===== src/rtl/dram_prefetch_fifo.sv =====
// Prefetch FIFO between the DRAM read path and the accelerator DRAMdata input.
// Registered one-cycle pop latency, occupancy, almost-full and sticky error flags.
module dram_prefetch_fifo #(
  parameter int DATA_W       = 16,
  parameter int DEPTH        = 32,
  parameter int AFULL_THRESH = DEPTH - 4
) (
  input  logic                     clk,
  input  logic                     reset,
  input  logic                     flush,
  input  logic [DATA_W-1:0]        in_data,
  input  logic                     DVAL,
  input  logic                     Rd_Req,
  output logic [DATA_W-1:0]        out_data,
  output logic                     out_valid,
  output logic                     full,
  output logic                     almost_full,
  output logic                     empty,
  output logic [$clog2(DEPTH):0]   count,
  output logic                     overflow,
  output logic                     underflow
);

  localparam int AW = $clog2(DEPTH);
  localparam int CW = AW + 1;

  logic [DATA_W-1:0] mem_q [DEPTH];
  logic [AW-1:0]     wrptr_q, wrptr_d;
  logic [AW-1:0]     rdptr_q, rdptr_d;
  logic [CW-1:0]     count_q, count_d;
  logic [DATA_W-1:0] odata_q, odata_d;
  logic              oval_q, oval_d;
  logic              ovf_q, ovf_d;
  logic              unf_q, unf_d;
  logic              pop, wr, mem_we;

  assign empty       = (count_q == '0);
  assign full        = (count_q == CW'(DEPTH));
  assign almost_full = (count_q >= CW'(AFULL_THRESH));

  assign pop    = Rd_Req && !empty;
  assign wr     = DVAL && (!full || pop);
  assign mem_we = wr && !flush;

  always_comb begin
    wrptr_d = wrptr_q;
    rdptr_d = rdptr_q;
    count_d = count_q;
    odata_d = odata_q;
    oval_d  = 1'b0;
    ovf_d   = ovf_q;
    unf_d   = unf_q;
    if (flush) begin
      wrptr_d = '0;
      rdptr_d = '0;
      count_d = '0;
      ovf_d   = 1'b0;
      unf_d   = 1'b0;
    end else begin
      if (wr) wrptr_d = wrptr_q + AW'(1);
      if (pop) begin
        rdptr_d = rdptr_q + AW'(1);
        odata_d = mem_q[rdptr_q];
        oval_d  = 1'b1;
      end
      unique case ({wr, pop})
        2'b10:   count_d = count_q + CW'(1);
        2'b01:   count_d = count_q - CW'(1);
        default: count_d = count_q;
      endcase
      // no bypass: a pop sees only words stored before this edge
      if (DVAL && full && !pop) ovf_d = 1'b1;
      if (Rd_Req && empty)      unf_d = 1'b1;
    end
  end

  always_ff @(posedge clk or negedge reset) begin
    if (!reset) begin
      wrptr_q <= '0;
      rdptr_q <= '0;
      count_q <= '0;
      odata_q <= '0;
      oval_q  <= 1'b0;
      ovf_q   <= 1'b0;
      unf_q   <= 1'b0;
    end else begin
      wrptr_q <= wrptr_d;
      rdptr_q <= rdptr_d;
      count_q <= count_d;
      odata_q <= odata_d;
      oval_q  <= oval_d;
      ovf_q   <= ovf_d;
      unf_q   <= unf_d;
    end
  end

  always_ff @(posedge clk) begin
    if (mem_we) mem_q[wrptr_q] <= in_data;
  end

  assign out_data  = odata_q;
  assign out_valid = oval_q;
  assign count     = count_q;
  assign overflow  = ovf_q;
  assign underflow = unf_q;

endmodule

===== config.mk =====
export PLATFORM = sky130hd
export DESIGN_NAME = dram_prefetch_fifo
export DESIGN_NICKNAME = d
export VERILOG_FILES = /design/src/rtl/dram_prefetch_fifo.sv
export SDC_FILE = /design/constraint.sdc
export NUM_CORES = 1
export LEC_CHECK = 0
export ABC_AREA = 1
export BUFFER_PORTS_ARGS = -buffer_cell sky130_fd_sc_hd__buf_4
export CAP_MARGIN = 15
export CORE_MARGIN = 1
export CORE_UTILIZATION = 50
export CTS_BUF_LIST = sky130_fd_sc_hd__clkbuf_4 sky130_fd_sc_hd__clkbuf_8
export CTS_CLUSTER_DIAMETER = 40
export DETAILED_ROUTE_END_ITERATION = 10
export PLACE_DENSITY = 0.75
export SLEW_MARGIN = 30
export SYNTH_ARGS = -nofsm -noshare
export SYNTH_HDL_FRONTEND = slang
export SYNTH_SLANG_ARGS = --single-unit

===== constraint.sdc =====
create_clock -name clk -period 3.6 [get_ports clk]
set_input_delay 0.54 -clock clk [delete_from_list [all_inputs] [get_ports clk]]
set_output_delay 0.54 -clock clk [all_outputs]
set_load 0.1 [all_outputs]

==> run_results.csv <==
group,metric,value,unit
sta,setup_viol,0,
placed_design,dp_slack,0.892,ns
yosys,synth.avg_cell_area,10.6,um2
worst_hold_path,hp-class,"in2reg",
power,ir_drop,0.941,mV
power,powerDensity,670,mW/mm2
finish,nets,2315,
yosys,ys_types,38,
clock_network,post_cts_buffers,0,
sta,tns,0,ns
detailed_routing,post_drt_wl_per_cell,20.1,um
setup_path,path_cells,"inv_6, buf_12, buf_4, nand2_1, nand3_1, a21oi_1, nor2_1, nand2_1, nand3_1, nand2_1",
setup_path,cp_common_cell,"nand2_1",
finish,seqCellArea,0.0163,mm2
power,p_switching,6.39,mW
power,seq_power_share,42.4,%
clock_network,clk_latency,0.64,ns
power,p_leak,10.6,nW
clock_network,clkSlewWorstSetupHoldPaths,0.06,ns
finish,layout_common_cells,"nand2_1, edfxtp_1, nand3_1, inv_1, nor2_1",
grt,first_global_vias,15700,
flow_run,cap_viol_max_count,0,
placed_design,gp_congestion,0.852,
detailed_routing,vias_per_cell,5.49,
grt,grtUsageTotal,25.3,%
sta,min_period,2.75,ns
setup_path,rrSetupSlack,0.85,ns
clock_network,numClockSinks,547,
setup_path,critPathRequiredTime,4.12,ns
clock_network,clockRootBuffer,"clkbuf_8",
sta,rsz0062_at_grt,"no",
setup_path,cp_max_fo,63,
power,pwr-share-comb,28.1,%
floorplan,die-area,0.0479,mm2
grt,globalRoute.totalOverflow,0,
setup_path,max_stage_delay,0.67,ns
setup_path,reg2reg_to,"out_data[2]",
yosys,mappedNetlistArea,0.0235,mm2
floorplan,rows,79,
sta,hold_viol,0,
sta,slew_viol_final,0,
sta,fin_crit_sh,76.5,%
setup_path,cp.arrival,3.27,ns
floorplan,ios,49,
floorplan,initial_core_util,50.6,%
finish,area_growth,11.1,%
detailed_routing,first_iter_violations,1880,
grt,grt_start_max_net_pins,182,
grt,grt_antenna_before_repair,0,
sta,fmax,363,MHz
yosys,synthArstFlopShare,6.40,%
worst_hold_path,min_from,"Rd_Req",
grt,grt_pass1_wl,90500,um
finish,drive_above_1_share,11.3,%
worst_hold_path,hold_end,"underflow",
clock_network,numCtsBuffers,84,
setup_path,crit_slowest_cell,"dfrtp_4",
yosys,yosys_warnings,0,
detailed_routing,wirelength,59500,um
power,p_clk_share,29.5,%
sta,finalWorstSetupSlack,0.847,ns
finish,antennaDiodeCount,0,
detailed_routing,dr.pass1.iters,5,
finish,layout_commonest_cell,"nand2_1",
power,swShare,36.5,%
setup_path,critPathCaptureType,"register",
outcome,status,"finished clean",
sta,fin_skew,0.0210,ns
floorplan,die_h,219,um
setup_path,critPathLaunchType,"register",
power,p_total,17.5,mW
placed_design,io_buffers,48,
yosys,synth.ff_latch_count,547,
yosys,synthesis.nets,2239,
detailed_routing,detailroute.via_count,16300,
placed_design,post-dp-hpwl,33400,um
floorplan,core_area,0.0465,mm2
clock_network,h-tree-depth,3,
clock_network,tritoncts,"yes",
yosys,syn_inst,2208,
setup_path,critPathKind,"reg2reg",
worst_hold_path,hold_depth,3,
clock_network,clock_tree.buffer_depth,3,
yosys,synth-edff-count,512,
yosys,synth-seq-area-share,69.1,%
power,internal_power,11.1,mW
finish,nFillCells,3737,
sta,max_slew_margin,34.9,%
detailed_routing,drc,0,
finish,multi_input_area,0.00566,mm2
setup_path,reg2reg_depth,10,
setup_path,r2r_start,"rdptr_q[0]",
floorplan,die_width,219,um
yosys,ys.flop_type,"edfxtp_1",
sta,tightest_slew,0.975,ns
detailed_routing,ant_nets,0,
==> cells by family (layout without fill, tap and decap cells) <==
logic type                 count (synthesis)  in the layout  share of synthesized area [%]
and+or+nand+nor                         1222           1222                           21.6
DFF                                      547            547                           69.1
adders and majority gates                 10             10                          0.564
xor gates and xnor gates                   3              3                          0.112
buffers and inverters                    353            498                           6.98
AOI/OAI and AO/OA                         73             73                           1.66
==> worst max-delay path by stage <==
stage | slack, ns | depth (start not counted) | start | to
after floorplan | 0.35 | 6 | count[4] | mem_q[31][0]
after global placement | 0.88 | 10 | rdptr_q[0] | out_data[2]
after detailed placement | 0.89 | 10 | rdptr_q[0] | out_data[2]
after CTS | 0.87 | 10 | rdptr_q[0] | out_data[2]
after global routing | 0.71 | 10 | rdptr_q[0] | out_data[2]
final | 0.85 | 10 | rdptr_q[0] | out_data[2]
==> metal layers <==
layer  routed length (um)  global-route usage (%)  vias to the layer above
met5                    0                       0                        -
met4                 2820                    12.9                        0
met3                 6170                    4.46                      158
met2                27500                    40.1                      957
met1                23000                    33.7                     7693
li1                     -                       -                     7449
==> cell usage after synthesis (2+ instances only) <==
| master | number | area, um2 |
|---|---|---|
| nand3_1 | 316 | 1580 |
| inv_2 | 6 | 22.5 |
| buf_6 | 24 | 270 |
| buf_4 | 14 | 105 |
| nor3_1 | 15 | 75.1 |
| o21ai_1 | 4 | 20.0 |
| nor2_1 | 139 | 522 |
| nand2_2 | 5 | 31.3 |
| buf_2 | 49 | 245 |
| buf_1 | 4 | 15.0 |
| a21oi_1 | 38 | 190 |
| o21ai_0 | 25 | 125 |
| inv_1 | 236 | 886 |
| ha_1 | 9 | 113 |
| nand2_1 | 739 | 2770 |
| dfrtp_1 | 35 | 876 |
| edfxtp_1 | 512 | 15400 |
| clkbuf_1 | 17 | 63.8 |
| xnor2_1 | 2 | 17.5 |
==> critical path: cells and delay by family, from the launching register on <==
kind | cells | cell delay [ns]
AOI/OAI and AO/OA | 1 | 0.07
DFF | 1 | 0.67
and+or+nand+nor | 6 | 0.80
buffers and inverters | 3 | 1.02
==> metrics by stage <==
step | instance area, um2 | instances | utilization, % | hold slack, ns
2_1_floorplan | 23500 | 2208 | - | 0.244
3_3_place_gp | 24400 | 2804 | 52.5 | 0.504
3_5_place_dp | 24400 | 2804 | 52.5 | 0.499
4_1_cts | 26100 | 2960 | 56.2 | 0.203
5_1_grt | 26100 | 2960 | 56.2 | 0.234
6_report | 26100 | 2960 | 56.2 | 0.228
==> cell type report <==
cell class,instances,share of cell area (%)
flip-flops and latches,547,62.2
multi-input cells,1308,21.7
clock buffers,126,6.04
inverters,244,3.53
repair buffers,99,3.09
well taps,607,2.91
clock inverters,29,0.522
==> timing repair <==
item                                    CTS  global route
resized for setup                         0             0
endpoints found under the setup margin    0             0
hold buffers                              1             0
endpoints found under the hold margin    35             0
==> state kept, by name, indices dropped and copies added, names as in the netlist <==
register	flops
count	6
mem_q	512
out_data	16
out_valid	1
overflow	1
rdptr_q	5
underflow	1
wrptr_q	5
==> power groups by stage <==
stage | logic, mW | registers (mW) | clock network [mW]
finish | 4.93 | 7.42 | 5.17
global route | 5.35 | 7.42 | 5.51
CTS | 4.90 | 7.41 | 5.22
detailed placement | 4.88 | 7.54 | 0
global placement | 4.76 | 7.54 | 0
floorplan | 3.08 | 8.23 | 0
Power figures use the tool's default switching activity.
